<file path="src/rtl/score_disp_pkg.sv">
// score_disp_pkg: segment codes, digit decoder and converter state type
package score_disp_pkg;
  localparam logic [6:0] SEG_0 = 7'b0000001;
  localparam logic [6:0] SEG_1 = 7'b1001111;
  localparam logic [6:0] SEG_2 = 7'b0010010;
  localparam logic [6:0] SEG_3 = 7'b0000110;
  localparam logic [6:0] SEG_4 = 7'b1001100;
  localparam logic [6:0] SEG_5 = 7'b0100100;
  localparam logic [6:0] SEG_6 = 7'b0100000;
  localparam logic [6:0] SEG_7 = 7'b0001111;
  localparam logic [6:0] SEG_8 = 7'b0000000;
  localparam logic [6:0] SEG_9 = 7'b0000100;
  localparam logic [6:0] SEG_BLANK = 7'b1111111;
  localparam logic [6:0] SEG_TAB [0:15] = '{SEG_0, SEG_1, SEG_2, SEG_3, SEG_4, SEG_5, SEG_6, SEG_7,
                                            SEG_8, SEG_9, SEG_BLANK, SEG_BLANK, SEG_BLANK, SEG_BLANK,
                                            SEG_BLANK, SEG_BLANK};
  typedef enum logic [1:0] {IDLE, SHIFT, COMMIT} conv_state_t;
  function automatic logic [6:0] seg_decode(input logic [3:0] bcd);
    return SEG_TAB[bcd];
  endfunction
  function automatic int dec_digits(input int w);
    longint v;
    int n;
    v = (longint'(1) << w) - 1;
    n = 1;
    while (v >= 10) begin
      v = v / 10;
      n++;
    end
    return n;
  endfunction
endpackage

</file>
<file path="src/rtl/bcd_dd_conv.sv">
// bcd_dd_conv: sequential double-dabble binary to BCD converter
module bcd_dd_conv
  import score_disp_pkg::*;
#(
  parameter int SCORE_W = 14,
  parameter int OUT_DIGITS = 5
) (
  input  logic                    clk,
  input  logic                    reset,
  input  logic                    start,
  input  logic [SCORE_W-1:0]      score,
  output logic                    busy,
  output logic                    done,
  output logic [4*OUT_DIGITS-1:0] bcd
);
  localparam int CNT_W = $clog2(SCORE_W + 1);
  localparam logic [CNT_W-1:0] LAST = CNT_W'(SCORE_W - 1);
  conv_state_t state, state_n;
  logic [SCORE_W-1:0] sr;
  logic [CNT_W-1:0] cnt;
  logic [4*OUT_DIGITS-1:0] adj;
  always_comb begin
    adj = bcd;
    for (int i = 0; i < OUT_DIGITS; i++)
      adj[4*i +: 4] = bcd[4*i +: 4] >= 4'd5 ? bcd[4*i +: 4] + 4'd3 : bcd[4*i +: 4];
    state_n = start ? SHIFT :
              state == SHIFT && cnt == LAST ? COMMIT :
              state == COMMIT ? IDLE : state;
  end
  assign busy = state != IDLE;
  assign done = state == COMMIT && !start;
  always_ff @(posedge clk) begin
    if (reset) begin
      state <= IDLE;
      sr <= '0;
      cnt <= '0;
      bcd <= '0;
    end else begin
      state <= state_n;
      if (start) begin
        sr <= score;
        cnt <= '0;
        bcd <= '0;
      end else if (state == SHIFT) begin
        sr <= sr << 1;
        cnt <= cnt + 1'b1;
        bcd <= {adj[4*OUT_DIGITS-2:0], sr[SCORE_W-1]};
      end
    end
  end
endmodule

</file>
<file path="src/rtl/score_seg_scanner.sv">
// score_seg_scanner: latched score to BCD, multiplexed 7-segment scan with leading-zero blanking
module score_seg_scanner
  import score_disp_pkg::*;
#(
  parameter int N_DIGITS = 4,
  parameter int SCORE_W = 14,
  parameter int SCAN_DIV = 50000,
  parameter int SEG_ACTIVE_LOW = 1,
  parameter int DIG_ACTIVE_LOW = 1,
  parameter int BLANK_LEAD = 1
) (
  input  logic                clk,
  input  logic                reset,
  input  logic [SCORE_W-1:0]  score,
  input  logic                load,
  output logic                busy,
  output logic                ovf,
  output logic [6:0]          seg,
  output logic [N_DIGITS-1:0] dig_en
);
  localparam int CONV_D = dec_digits(SCORE_W) > N_DIGITS ? dec_digits(SCORE_W) : N_DIGITS;
  localparam int IDX_W = N_DIGITS > 1 ? $clog2(N_DIGITS) : 1;
  localparam int DIV_W = $clog2(SCAN_DIV);
  localparam logic [IDX_W-1:0] IDX_LAST = IDX_W'(N_DIGITS - 1);
  localparam logic [DIV_W-1:0] DIV_LAST = DIV_W'(SCAN_DIV - 1);
  logic done;
  logic over;
  logic lead;
  logic [4*CONV_D-1:0] bcd;
  logic [4*N_DIGITS-1:0] disp;
  logic [DIV_W-1:0] div;
  logic [IDX_W-1:0] idx;
  logic [N_DIGITS-1:0] blank;
  logic [N_DIGITS-1:0] onehot;
  logic [6:0] code;
  bcd_dd_conv #(.SCORE_W(SCORE_W), .OUT_DIGITS(CONV_D)) u_conv (
    .clk(clk),
    .reset(reset),
    .start(load),
    .score(score),
    .busy(busy),
    .done(done),
    .bcd(bcd)
  );
  assign over = |(bcd >> 4*N_DIGITS);
  assign onehot = N_DIGITS'(1) << idx;
  always_comb begin
    blank = '0;
    lead = 1'b1;
    for (int k = N_DIGITS - 1; k > 0; k--) begin
      lead = lead && disp[4*k +: 4] == 4'd0;
      blank[k] = BLANK_LEAD != 0 && lead;
    end
    code = blank[idx] ? SEG_BLANK : seg_decode(disp[4*idx +: 4]);
  end
  always_ff @(posedge clk) begin
    if (reset) begin
      disp <= '0;
      ovf <= 1'b0;
      div <= '0;
      idx <= '0;
      seg <= SEG_ACTIVE_LOW != 0 ? SEG_0 : ~SEG_0;
      dig_en <= DIG_ACTIVE_LOW != 0 ? ~N_DIGITS'(1) : N_DIGITS'(1);
    end else begin
      if (done) begin
        ovf <= over;
        disp <= over ? {N_DIGITS{4'd9}} : bcd[4*N_DIGITS-1:0];
      end
      div <= div == DIV_LAST ? '0 : div + 1'b1;
      if (div == DIV_LAST)
        idx <= idx == IDX_LAST ? '0 : idx + 1'b1;
      seg <= SEG_ACTIVE_LOW != 0 ? code : ~code;
      dig_en <= DIG_ACTIVE_LOW != 0 ? ~onehot : onehot;
    end
  end
endmodule

</file>
<file path="config.mk">
export PLATFORM = sky130hd
export DESIGN_NAME = score_seg_scanner
export DESIGN_NICKNAME = d
export VERILOG_FILES = /design/src/rtl/score_disp_pkg.sv /design/src/rtl/bcd_dd_conv.sv /design/src/rtl/score_seg_scanner.sv
export SDC_FILE = /design/constraint.sdc
export NUM_CORES = 1
export LEC_CHECK = 0
export ABC_AREA = 1
export BUFFER_PORTS_ARGS = -buffer_cell sky130_fd_sc_hd__buf_4
export CORE_ASPECT_RATIO = 1.75
export CORE_MARGIN = 2
export CORE_UTILIZATION = 55
export DETAILED_ROUTE_END_ITERATION = 8
export PLACE_DENSITY = 0.74
export SLEW_MARGIN = 20
export SYNTH_ARGS = -nofsm -noshare
export SYNTH_HDL_FRONTEND = slang
export SYNTH_SLANG_ARGS = --single-unit
</file>
<file path="constraint.sdc">
create_clock -name clk -period 4.35 [get_ports clk]
set_input_delay 0.435 -clock clk [delete_from_list [all_inputs] [get_ports clk]]
set_output_delay 0.435 -clock clk [all_outputs]
set_load 0.01 [all_outputs]
</file>
== Yosys cells after proc, flatten, opt, wreduce, memory -nomap -nowiden ==
Memories as Yosys holds them, arrays and structs flattened.
Cells that the tools add are included.
Operators by class
  multipliers: 0
  equal/unequal tests: 5
  add/sub/neg operators: 8
  divide/modulo/power cells: 0
  shift operators: 2
  reductions and logical operators: 16
  order comparisons: 7
  mux-type cells: 17
  bitwise logic cells: 2
Operators with widths (count)
  $mux W14: 2
  $mux W7: 3
  $ge A4 B3 Y1 const B: 5
  $add A16 B1 Y16 const B: 1
  $add A4 B2 Y4 const B: 4
  $eq A16 B16 Y1 const B: 1
  $mux W16: 1
  $mux W4: 4
  $shiftx A16 B5 Y4: 1
  $logic_not A4 Y1: 3
  $mux W2: 3
  $reduce_bool A2 Y1: 3
  $reduce_or A2 Y1: 3
  $ge A5 B5 Y1 const B: 1
  $not A4 Y5: 1
  $add A4 B1 Y4 const B: 1
  $eq A2 B2 Y1 const B: 2
  $eq A4 B4 Y1 const B: 1
  $logic_and A1 B1 Y1: 4
  $not A4 Y4: 1
  $reduce_or A4 Y1: 1
  $shl A1 B2 Y4 const A: 1
  $add A3 B2 Y3 const B: 1
  $lt A2 B3 Y1 const B: 1
  7 further kinds: 8
Word-level totals
  bits in latches: 0
  memory bits (writable): 0
  memories: 1
  ROM bits: 112
  logic and storage cells: 70
  register bits: 86
Memory list
  (no name shown): words 16, width 7, read ports 1, clocked after memory_dff 0, write ports 0, RTL line score_disp_pkg.sv:19  | return SEG_TAB[bcd];

== Longest topological paths before layout ==
  depth in word-level cells: 6
  depth in mapped cells: 12

== By module ==
Synthesis repeated with hierarchy kept, for this count alone.
Second synthesis, totals
  cells, all modules: 620
  area total of the unflattened synthesis: 4399.2 um2
By module, submodules not included
  score_seg_scanner: cells each 311, sequential area each 920.9 um2, area an instance 2270.9 um2, instances 1
  bcd_dd_conv: cells each 309, sequential area each 800.8 um2, area an instance 2128.3 um2, instances 1

== Worst setup path before layout ==
No wires, ideal clock.
  path kind: register to register
  from: register idx[0]
  to: register seg[5]
  cell stages (with the launch flop): 11
  setup slack: 2.870 ns
  required time: 4.241 ns
  setup time: 0.109 ns
  buffers on the path: 1
  period minus slack after synthesis: 1.480 ns
  data arrival time: 1.371 ns
  cell sequence: dfxtp_1 -> buf_6 -> nand2_1 -> nand3_1 -> nand2_1 -> ha_1 -> inv_1 -> nor2_1 -> nand3b_1 -> nand2_1 -> inv_1
On the way
  word-level cells in the longest chain between the ends: 6
  elaborated cells between the ends (all ways): 8
  classes of those cells: shift (1); mux (5); bitwise (1); memory (1)
Ends and longest elaborated chain
  start, declared: RTL line score_seg_scanner.sv:32  | logic [IDX_W-1:0] idx;
  start signal, assigned: RTL line score_seg_scanner.sv:71  | idx <= idx == IDX_LAST ? '0 : idx + 1'b1;
  $shiftx A16 B5 Y4: RTL line score_seg_scanner.sv:54  | code = blank[idx] ? SEG_BLANK : seg_decode(disp[4*idx +: 4]);
  $not A4 Y5 (not written as such): RTL line score_disp_pkg.sv:19
  $mem_v2 Z16 W7
  $mux W7 (not written as such) (2 in a row): RTL line score_disp_pkg.sv:19
  $mux W7 *: RTL line score_seg_scanner.sv:54
  end signal, assigned: RTL line score_seg_scanner.sv:62  | seg <= SEG_ACTIVE_LOW != 0 ? SEG_0 : ~SEG_0;
  end signal, assigned: RTL line score_seg_scanner.sv:72  | seg <= SEG_ACTIVE_LOW != 0 ? code : ~code;
  end, declared: RTL line score_seg_scanner.sv:18  | output logic [6:0] seg,
Every way passes the cells marked *; elsewhere a longest branch is shown, timed or not. The select of a mux whose other input is x is not followed.
A chain may end at the register's enable or synchronous reset.

== Worst setup path in the final report ==
  from: register idx[0]
  to: register seg[0]
On the way
  word-level cells in the longest chain between the ends: 5
  elaborated cells between the ends (all ways): 8
  classes of those cells: shift (1); mux (4); bitwise (1); reduce/logical (1); memory (1)
Ends and longest elaborated chain (RTL line)
  $shiftx A16 B5 Y4: score_seg_scanner.sv:54
  $not A4 Y5 (not written as such): score_disp_pkg.sv:19
  $mem_v2 Z16 W7
  $mux W7 (not written as such) (2 in a row): score_disp_pkg.sv:19
Parallel ways exist; a longest one is shown, timed or not. The select of a mux whose other input is x is not followed.

==> results.sh <==
export IMPL_status="complete, no violations"
export IMPL_dp_final_hpwl_mm=6.030
export IMPL_post_route_util_pct=63.01
export IMPL_synth_top_family_by_area="simple AND/OR/NAND/NOR gates"
export IMPL_core_um2=7567
export IMPL_relSlewSlack_pct=34.83
export IMPL_worstPathMaxFanout=14
export IMPL_io_pins=30
export IMPL_place_inst=651
export IMPL_seq_area_frac_synth_pct=40.20
export IMPL_wl_per_cell_um=12.28
export IMPL_fmax_mhz=512.8
export IMPL_post_route_period_util_pct=44.83
export IMPL_nFillCells=707
export IMPL_synth_simple_area_share_pct=27.58
export IMPL_synth_distinct_cells=38
export IMPL_grt_pass1_vias=3374
export IMPL_die_height_um=120.7
export IMPL_layout_drive_gt1_share_pct=14.34
export IMPL_cpPeakStageDelay_ns=0.61
export IMPL_crit_arrival_ns=2.16
export IMPL_wl_mm=8.194
export IMPL_critical_path_slowest_cell="dfxtp_1"
export IMPL_whs_endpoint="u_conv.sr[0]"
export IMPL_cts_tree="built"
export IMPL_synth_area_um2=4283
export IMPL_synth_xor_area_share_pct=2.863
export IMPL_r2r_end="seg[0]"
export IMPL_rows=42
export IMPL_worstMarginPinSlew_ns=0.9753
export IMPL_design_area_um2=4768
export IMPL_stdcell_count=667
export IMPL_portBuffers=29
export IMPL_crit_required_ns=4.56
export IMPL_numCtsBuffers=9
export IMPL_synth_fa_ha_area_share_pct=6.719
export IMPL_critPathCaptureType="flip-flop"
export IMPL_hold_depth=3
export IMPL_synth_compound_area_share_pct=13.64
export IMPL_nNetsFinal=614
export IMPL_cts_setup_buffers=0
export IMPL_place_area_um2=4487
export IMPL_hp_start="score[0]"
export IMPL_dieArea_um2=8537
export IMPL_drc_errors=0
export IMPL_synth_ff_latch_count=86
export IMPL_antenna_cells=0
export IMPL_reg2reg_depth=9
export IMPL_cp_start_kind="flip-flop"
export IMPL_preCtsSetupSlack_ns=2.430
export IMPL_antenna_found_initial=0
export IMPL_finalHoldViolations=0
export IMPL_viasPerCell=5.364
export IMPL_peakVddDrop_mv=0.2941
export IMPL_grt_overflow_total=0
export IMPL_period_needed_ns=1.950
export IMPL_synth_nets=593
export IMPL_yosysTopAreaCell="dfxtp_1"
export IMPL_clock_sinks=86
export IMPL_criticalPathCategory="flip-flop to flip-flop"
export IMPL_drt_iter0_markers=135
export IMPL_setup_ws_ns=2.400
export IMPL_avgSynthCellArea_um2=7.745
export IMPL_root_buffer="clkbuf_16"
export IMPL_synthMuxAreaShare_pct=0
export IMPL_insertion_delay_ns=0.33
export IMPL_setup_viol=0
export IMPL_synthCells=553
export IMPL_rrSetupSlack_ns=2.40
export IMPL_slew_viol_final=0
export IMPL_firstDrtPassIters=6
export IMPL_power_density_nw_per_um2=340.5
export IMPL_worstHoldPathType="input port to flip-flop"
export IMPL_antenna_left=0
export IMPL_p_leak_nw=1.918
export IMPL_cts_htree_levels=3
export IMPL_yosysWarningCount=0
export IMPL_grt_max_degree=47
export IMPL_r2r_start="idx[0]"
export IMPL_synth_top_area_share_pct=40.20
export IMPL_grt_first_pass_wirelength_mm=14.42
export IMPL_gp_congestion=0.8834
export IMPL_synthFlopType="dfxtp_1"
export IMPL_clockBufferDepth=2
export IMPL_ctsHoldBuffers=0
export IMPL_synthTopCellsByArea="dfxtp_1 40%, nand2_1 9.9%, ha_1 6.7%"
export IMPL_cp_cell_sequence="inv_2, nand2_1, nand3_1, nand2_1, inv_1, ha_1, nor2_1, nand3b_1, nand3_1"
export IMPL_synth_edf_count=0
export IMPL_initial_core_util_pct=56.60
export IMPL_rsz0062_at_grt="false"
export IMPL_dr_total_vias=3578
export IMPL_tns_ns=0
export IMPL_clk_pin_slew_ns=0.06
export IMPL_synthArstFlopShare_pct=0
export IMPL_skew_ns=0.005091
export IMPL_die_w_um=70.71
export IMPL_grtUsageTotal_pct=20.68
export IMPL_drv_cap=0
export IMPL_syn_to_final_growth_pct=11.34
export IMPL_post_cts_resized=0
==> power by group <==
group          internal (mW)  total [mW]  switching [mW]
Sequential             0.803       0.815          0.0119
Clock                  0.435       0.721           0.286
Combinational         0.0311      0.0876          0.0565
Total                   1.27        1.62           0.354
==> worst max-delay path: cells and delay by family (launching register included) <==
kind                       cells  cell delay (ns)
DFF                            1             0.61
adders and majority gates      1             0.20
buffers and inverters          2             0.30
and+or+nand+nor                6             0.71
==> through the flow <==
stage	hold slack (ns)	total power, mW
CTS	0.3719	1.642
detailed placement	0.4510	0.9203
finish	0.3801	1.624
global route	0.3808	1.683
floorplan	0.4175	0.8977
global placement	0.4333	0.9169
==> sequential cells by signal, summed over array words and instances (netlist names) <==
signal and count:
dig_en 4, disp 16, div 16, idx 2, ovf 1, seg 7
u_conv.bcd 20, u_conv.cnt 4, u_conv.sr 14, u_conv.state 2
==> synth_stat cells, types with 8 or more instances <==
cell type,number
a21oi_1,31
a22oi_2,8
a31oi_1,15
dfxtp_1,86
ha_1,23
inv_1,63
nand2_1,113
nand3_1,50
nor2_1,44
nor2_2,10
nor3_1,8
o21ai_0,23
xor2_1,12
==> cell type report <==
cell class                 count  area [um^2]  area share (%)
clock buffer                  16        281.5           5.904
inverter                      69        261.5           5.484
multi-input combinational    379         2176           45.63
sequential                    86         1722           36.11
tap                           88        110.1           2.309
timing repair buffer          29        217.7           4.566
==> logic make-up after synthesis <==
logic type	count (synthesis)
xor gates and xnor gates	14
DFF	86
and+or+nand+nor	252
adders and majority gates	23
buffers and inverters	88
AOI/OAI and AO/OA	90
==> worst max-delay path by stage <==
stage                                from  slack (ns)            end  cells past startpoint
after floorplan                    idx[0]        2.87         seg[5]                     10
after global placement             idx[0]        2.48         seg[0]                      9
after detailed placement           idx[0]        2.43         seg[0]                      9
after CTS                          idx[0]        2.41         seg[0]                      9
after global routing      u_conv.state[0]        2.22  u_conv.bcd[5]                      6
final                              idx[0]        2.40         seg[0]                      9
==> layout by cell type (no fill, tap or decap), types with 2 or more instances in the layout <==
cell type    n
nand2_1    113
nor2_2      10
clkbuf_1     4
nand3b_1     3
nor2_8       2
a221oi_1     6
clkbuf_8     3
nor2_4       2
inv_2        5
ha_1        23
nand2_2      4
nand3_2      2
a22oi_2      8
nand4_1      5
clkbuf_16    9
nand3_1     50
or2_2        3
nor2_1      44
nor3_1       8
a21oi_1     31
buf_4       29
inv_1       63
a221oi_2     2
dfxtp_1     86
o21ai_0     23
xnor2_1      2
a31oi_1     15
o211ai_1     4
xor2_1      12
==> layer usage <==
metal,vias to the layer above,global-route usage [%],part of all wire [%]
met5,-,0,0
met4,0,11.08,3.0
met3,18,3.417,2.9
met2,64,39.14,55
met1,1636,20.91,39
li1,1860,-,-
No activity file was read; power rests on OpenSTA's default activity.
